$ cat src/rtl/dmem_arb_pkg.sv
`default_nettype none
// ============================================================================
// Module : dmem_arb_pkg
// Brief  : Shared types and default limits for the data-memory arbiter.
// Rev    : 1.0 - initial release
// ============================================================================
package dmem_arb_pkg;

    typedef enum logic [0:0] {
        ARB_FREE      = 1'b0,
        ARB_HOST_LOCK = 1'b1
    } arb_state_t;

    localparam int c_HOST_MAX_WAIT = 4;
    localparam int c_LOCK_MAX      = 8;

endpackage
`default_nettype wire

$ cat src/rtl/sat_counter.sv
`default_nettype none
// ============================================================================
// Module : sat_counter
// Brief  : Up-counter that saturates at MAX, with clear priority over increment.
// Rev    : 1.0 - initial release
// ============================================================================
module sat_counter #(
    parameter int MAX = 4,
    parameter int W   = (MAX < 1) ? 1 : $clog2(MAX + 1)
) (
    input  logic clk,
    input  logic reset,
    input  logic inc,
    input  logic clr,
    output logic at_max
);

    localparam logic [W-1:0] c_MAX = W'(MAX);

    logic [W-1:0] r_count;

    always_ff @(posedge clk or posedge reset) begin
        if (reset) begin
            r_count <= '0;
        end else if (clr) begin
            r_count <= '0;
        end else if (inc && (r_count != c_MAX)) begin
            r_count <= r_count + 1'b1;
        end
    end

    // MAX = 0 leaves the count pinned at zero, so at_max is permanently set.
    assign at_max = (r_count == c_MAX);

endmodule
`default_nettype wire

$ cat src/rtl/dmem_arbiter.sv
`default_nettype none
// ============================================================================
// Module : dmem_arbiter
// Brief  : Core/host arbiter for the single-port data memory (core priority,
//          bounded host wait, locked host bursts with periodic core slot).
// Rev    : 1.0 - initial release
// ============================================================================
module dmem_arbiter
    import dmem_arb_pkg::*;
#(
    parameter int AW            = 8,
    parameter int DW            = 8,
    parameter int HOST_MAX_WAIT = c_HOST_MAX_WAIT,
    parameter int LOCK_MAX      = c_LOCK_MAX
) (
    input  logic          clk,
    input  logic          reset,
    input  logic          core_req,
    input  logic          core_we,
    input  logic [AW-1:0] core_addr,
    input  logic [DW-1:0] core_wdata,
    output logic [DW-1:0] core_rdata,
    output logic          core_stall,
    input  logic          host_req,
    input  logic          host_we,
    input  logic [AW-1:0] host_addr,
    input  logic [DW-1:0] host_wdata,
    input  logic          host_lock,
    output logic          host_gnt,
    output logic [DW-1:0] host_rdata,
    output logic          host_rvalid,
    output logic [AW-1:0] mem_addr,
    output logic          mem_wr_en,
    output logic [DW-1:0] mem_dat_in,
    input  logic [DW-1:0] mem_dat_out
);

    arb_state_t    r_state;
    arb_state_t    w_state_nxt;
    logic          w_host_gnt;
    logic          w_force_core;
    logic          w_wait_inc;
    logic          w_wait_clr;
    logic          w_wait_max;
    logic          w_lock_inc;
    logic          w_lock_clr;
    logic          w_lock_max;
    logic [DW-1:0] r_host_rdata;
    logic          r_host_rvalid;

    sat_counter #(.MAX(HOST_MAX_WAIT)) u_wait_cnt (
        .clk    (clk),
        .reset  (reset),
        .inc    (w_wait_inc),
        .clr    (w_wait_clr),
        .at_max (w_wait_max)
    );

    sat_counter #(.MAX(LOCK_MAX)) u_lock_cnt (
        .clk    (clk),
        .reset  (reset),
        .inc    (w_lock_inc),
        .clr    (w_lock_clr),
        .at_max (w_lock_max)
    );

    always_ff @(posedge clk or posedge reset) begin
        if (reset) begin
            r_state <= ARB_FREE;
        end else begin
            r_state <= w_state_nxt;
        end
    end

    always_comb begin
        w_state_nxt  = r_state;
        w_host_gnt   = 1'b0;
        w_force_core = 1'b0;
        w_wait_inc   = 1'b0;
        w_wait_clr   = 1'b1;
        w_lock_inc   = 1'b0;
        w_lock_clr   = 1'b0;
        case (r_state)
            ARB_FREE: begin
                w_host_gnt = host_req && (!core_req || w_wait_max);
                w_wait_inc = host_req && !w_host_gnt;
                w_wait_clr = !w_wait_inc;
                // lock count sits at zero while free, so one increment loads 1
                if (w_host_gnt && host_lock) begin
                    w_state_nxt = ARB_HOST_LOCK;
                    w_lock_inc  = 1'b1;
                end else begin
                    w_lock_clr = 1'b1;
                end
            end
            ARB_HOST_LOCK: begin
                w_force_core = w_lock_max && core_req;
                w_host_gnt   = host_req && !w_force_core;
                if (!host_req || (w_host_gnt && !host_lock)) begin
                    w_state_nxt = ARB_FREE;
                    w_lock_clr  = 1'b1;
                end else if (w_force_core) begin
                    w_lock_clr = 1'b1;
                end else begin
                    w_lock_inc = 1'b1;
                end
            end
            default: begin
                w_state_nxt = ARB_FREE;
            end
        endcase
        if (reset) begin
            w_host_gnt = 1'b0;
        end
    end

    assign host_gnt   = w_host_gnt;
    assign core_stall = core_req && w_host_gnt;
    assign core_rdata = mem_dat_out;
    assign mem_addr   = w_host_gnt ? host_addr  : core_addr;
    assign mem_dat_in = w_host_gnt ? host_wdata : core_wdata;
    // reset gating also kills a write that was in flight when reset arrived
    assign mem_wr_en  = !reset && (w_host_gnt ? host_we : (core_req && core_we));

    always_ff @(posedge clk or posedge reset) begin
        if (reset) begin
            r_host_rdata  <= '0;
            r_host_rvalid <= 1'b0;
        end else begin
            r_host_rvalid <= w_host_gnt && !host_we;
            if (w_host_gnt && !host_we) begin
                r_host_rdata <= mem_dat_out;
            end
        end
    end

    assign host_rdata  = r_host_rdata;
    assign host_rvalid = r_host_rvalid;

endmodule
`default_nettype wire

$ cat config.mk
export PLATFORM = sky130hd
export DESIGN_NAME = dmem_arbiter
export DESIGN_NICKNAME = d
export VERILOG_FILES = /design/src/rtl/dmem_arb_pkg.sv /design/src/rtl/sat_counter.sv /design/src/rtl/dmem_arbiter.sv
export SDC_FILE = /design/constraint.sdc
export NUM_CORES = 1
export LEC_CHECK = 0
export ABC_AREA = 1
export CORE_MARGIN = 4
export CORE_UTILIZATION = 34
export CTS_CLUSTER_SIZE = 16
export DETAILED_ROUTE_END_ITERATION = 16
export PLACE_DENSITY = 0.86
export SLEW_MARGIN = 0
export SYNTH_ARGS = -nofsm -noshare
export SYNTH_HDL_FRONTEND = slang
export SYNTH_SLANG_ARGS = --single-unit
$ cat constraint.sdc
create_clock -name clk -period 2.4 [get_ports clk]
set_input_delay 0.6 -clock clk [delete_from_list [all_inputs] [get_ports clk]]
set_output_delay 0.6 -clock clk [all_outputs]
set_load 0.02 [all_outputs]
==> results by group <==
Timing
  • Final hold vios: 0
  • Post-route setup slack: -0.09069 ns
  • TNS Setup: -0.9389 ns
  • RSZ-0062 raised after global routing: true
  • Setup violators final: 17
  • Final slew viol count: 0
  • Rel. slew slack: 84.74%
  • FMAX: approximately 400 MHz
  • Final Critical Period: 2.491 ns
  • Worst slew pin tran: ~0.23 ns
  • Period utilization: 103.8%
  • Fin Clk Skew: about 0.0042 ns

Worst setup path
  • Crit-path max FO: 7
  • WP data arrival: ~1.9 ns
  • CP Capture Type: output port
  • Reg-to-Reg Start: u_wait_cnt.r_count[1]
  • Kind of critical path: reg -> out
  • Startpoint Class: flop
  • Worst path required time: between 1.5 and 2 ns
  • CP startpoint: u_wait_cnt.r_count[1]

Min path
  • Worst hold path type: reg -> reg
  • Worst hold start: host_rdata[7]

Clocking
  • CTS Sinks: 17
  • CTS tree: built
  • Max clock buf depth: 2
  • CTS H-Tree Depth: 1
  • CTS Root Cell: clkbuf_4
  • CTS clk-pin slew, worst paths: 0.10 ns
  • Hold Buf Count CTS: 0
  • Total CTS buffers: 3
  • Clk_lat worst skew: 0.29 ns

Yosys
  • Seq/Total Area, Yosys: a little under two fifths
  • Synth Area in Simple Gates: around 39%
  • Compound-cell area share of the yosys netlist: between 3 and 4%
  • Largest family of logic cells by synthesized area: simple AND/OR/NAND/NOR gates
  • Syn Std Cell Area: 0.001141 mm2
  • Syn Nets: roughly 210
  • Adder-cell area share of the yosys netlist: 4.386%
  • Ys Warns: 0
  • Synth Area in XOR/XNOR: 2.303%
  • Post-synthesis cell type count: 20
  • Synthesized flop and latch total: 17
  • Synth Instances: around 160
  • Post-synthesis mux area share: 0%
  • Mean area per synthesized cell: between 7 and 8 um2

Final layout
  • Post-route insts no fill: between 300 and 400
  • Layout cell share with drive strength beyond 1: 33.85%
  • Most frequent cells in the layout: 61 x clkdlybuf4s50_1, 48 x nand2_1, 23 x buf_6, 22 x nand2_2, 22 x buf_4
  • Antenna fix cells: 0
  • Nets: 312
  • Final Cell Area: 0.002352 mm2
  • Filler cell count: between 200 and 250
  • Commonest non-fill, non-tap cell in the layout: clkdlybuf4s50_1
  • Final core occ: 75.20%
  • Area Growth Syn to Fin: 106.1%

Placement
  • GP Congestion: about 0.8
  • Post-DP HPWL: 3115 um
  • DP Area: a little over 0.002 mm2
  • Input/output buffers: ~80
  • Placed instance count: ~290

Pwr
  • Seq pwr share: 33.9%
  • P_int: roughly 650 uW
  • Pwr dens: around 430 mW/mm2
  • Total power: roughly 1.0 mW
  • Sw Share: between 30% and 40%
  • Switching pwr: about 360 uW
  • Gate power share: 50.9%
  • Lkg Pwr: ~1.1 nW
  • Max VDD drop: 0.3341 mV
  • Clock power frac: between 10% and 20%

Global routing
  • GRT Residual Overflow: 0
  • Vias in the first global route: 1,466
  • Initial antenna violation count: 0
  • First-pass GRT wire length: around 6600 um
  • Total track usage: 19.52%
  • Largest net degree at the start of global routing: 18

Route
  • Routed wire length: about 4500 um
  • Post-detailed-route wirelength per cell: about 15 um
  • Routed Antenna Nets: 0
  • DR iter-0 viols: 45
  • DRC Markers: 0
  • Routed vias: approximately 1,400
  • TritonRoute pass-1 iters: 4
  • DR vias/cell: roughly 4.6

Die
  • Core area: between 0.003 and 0.004 mm2
  • Initial Util: between 30% and 40%
  • Die ar.: roughly 0.0043 mm2
  • Die width: about 66 um
  • Placement Rows: 20
  • Io pins: slightly above 80
  • Die height: between 60 and 70 um

Status
  • Status: finished with violations
  • Failing checks: negative setup slack

Run
  • Max-Cap Viols: 0
==> timing repair <==
action / 4_1_cts / 5_1_grt
endpoints found under the setup margin: 19 / 19
setup buffers: 6 / 3
gates resized for setup: 138 / 18
pin swaps: 13 / 2
cloned: 1 / 3
==> worst max-delay path, stage by stage, from the launching register on <==
cell     delay, ns
dfrtp_1       0.39
inv_1         0.06
ha_2          0.17
nand2_2       0.06
nand2_2       0.07
nand2_2       0.06
a21oi_4       0.15
buf_12        0.14
buf_6         0.10
nand2_4       0.09
nand2_1       0.09
nand2_1       0.08
buf_6         0.14
==> power by group through the flow <==
stage	Combinational (mW)	Clock, mW	Sequential, mW
2_1_floorplan	0.160	0	0.387
4_1_cts	0.486	0.161	0.342
3_5_place_dp	0.448	0	0.347
3_3_place_gp	0.439	0	0.346
5_1_grt	0.549	0.166	0.348
6_report	0.514	0.153	0.342
==> kinds of logic (layout without fill, tap and decap cells) <==
logic type               count (synthesis)  in the layout
XOR/XNOR                                 3              3
AO/OA/AOI/OAI                            6              6
adder cells (fa/ha/maj)                  4              4
AND/OR/NAND/NOR                        100            102
flip-flops                              17             17
buffers and inverters                   25            128
==> final timing paths <==
check	slack, ns	depth (start not counted)	endpoint
worst max register to register	0.74	12	host_rdata[6]
max in group asynchronous	1.43	3	host_rdata[3]
worst min-delay path	0.48	2	host_rdata[7]
min in group asynchronous	0.79	3	host_rdata[1]
worst max-delay path	-0.09	12	mem_dat_in[3]
worst min register to register	0.48	2	host_rdata[7]
==> cell type report <==
cell class	instances	area (um2)	share of cell area (%)
timing repair buffer	109	1072	45.59
multi-input combinational	115	693.2	29.47
sequential	17	425.4	18.09
inverter	13	61.31	2.606
tap	44	55.05	2.340
clock buffer	3	22.52	0.9574
timing repair inverter	2	17.52	0.7447
clock inverter	1	5.005	0.2128
==> flip-flops by register name (all words and copies together) (netlist names) <==
| register | cells |
|---|---|
| host_rvalid | 1 |
| u_wait_cnt.r_count | 3 |
| host_rdata | 8 |
| r_state | 1 |
| u_lock_cnt.r_count | 4 |
==> metrics by stage <==
| stage | setup WS (ns) | hold WS (ns) |
|---|---|---|
| after floorplan | 0.2630 | 0.4317 |
| after global placement | -0.6741 | 0.4531 |
| after detailed placement | -0.7071 | 0.4583 |
| after CTS | -0.08530 | 0.4840 |
| after global routing | -0.1947 | 0.5204 |
| final | -0.09069 | 0.4793 |
==> routing by layer <==
layer / share of wire, % / global-route usage, %
met3: 3.6 / 3.231
met1: 37 / 21.15
met5: 0 / 0
met2: 58 / 38.67
met4: 1.2 / 4.569
==> synthesized netlist by cell type <==
cell / number / area [um2]
nor2_1: 7 / 26.28
o21ai_0: 2 / 10.01
nand2_1: 70 / 262.8
xor2_1: 2 / 17.52
inv_6: 1 / 8.760
ha_1: 4 / 50.05
xnor2_1: 1 / 8.760
nand3_1: 2 / 10.01
dfrtp_1: 17 / 425.4
inv_1: 11 / 41.29
nand2_4: 1 / 11.26
nand2_2: 4 / 25.02
nand3_4: 1 / 17.52
buf_6: 2 / 22.52
buf_4: 10 / 75.07
a21oi_4: 1 / 16.27
a21oi_1: 3 / 15.01
and2_1: 1 / 6.260
nand4_1: 14 / 87.58
clkinv_1: 1 / 3.750
Note: power is estimated with default switching activity, not from simulation.
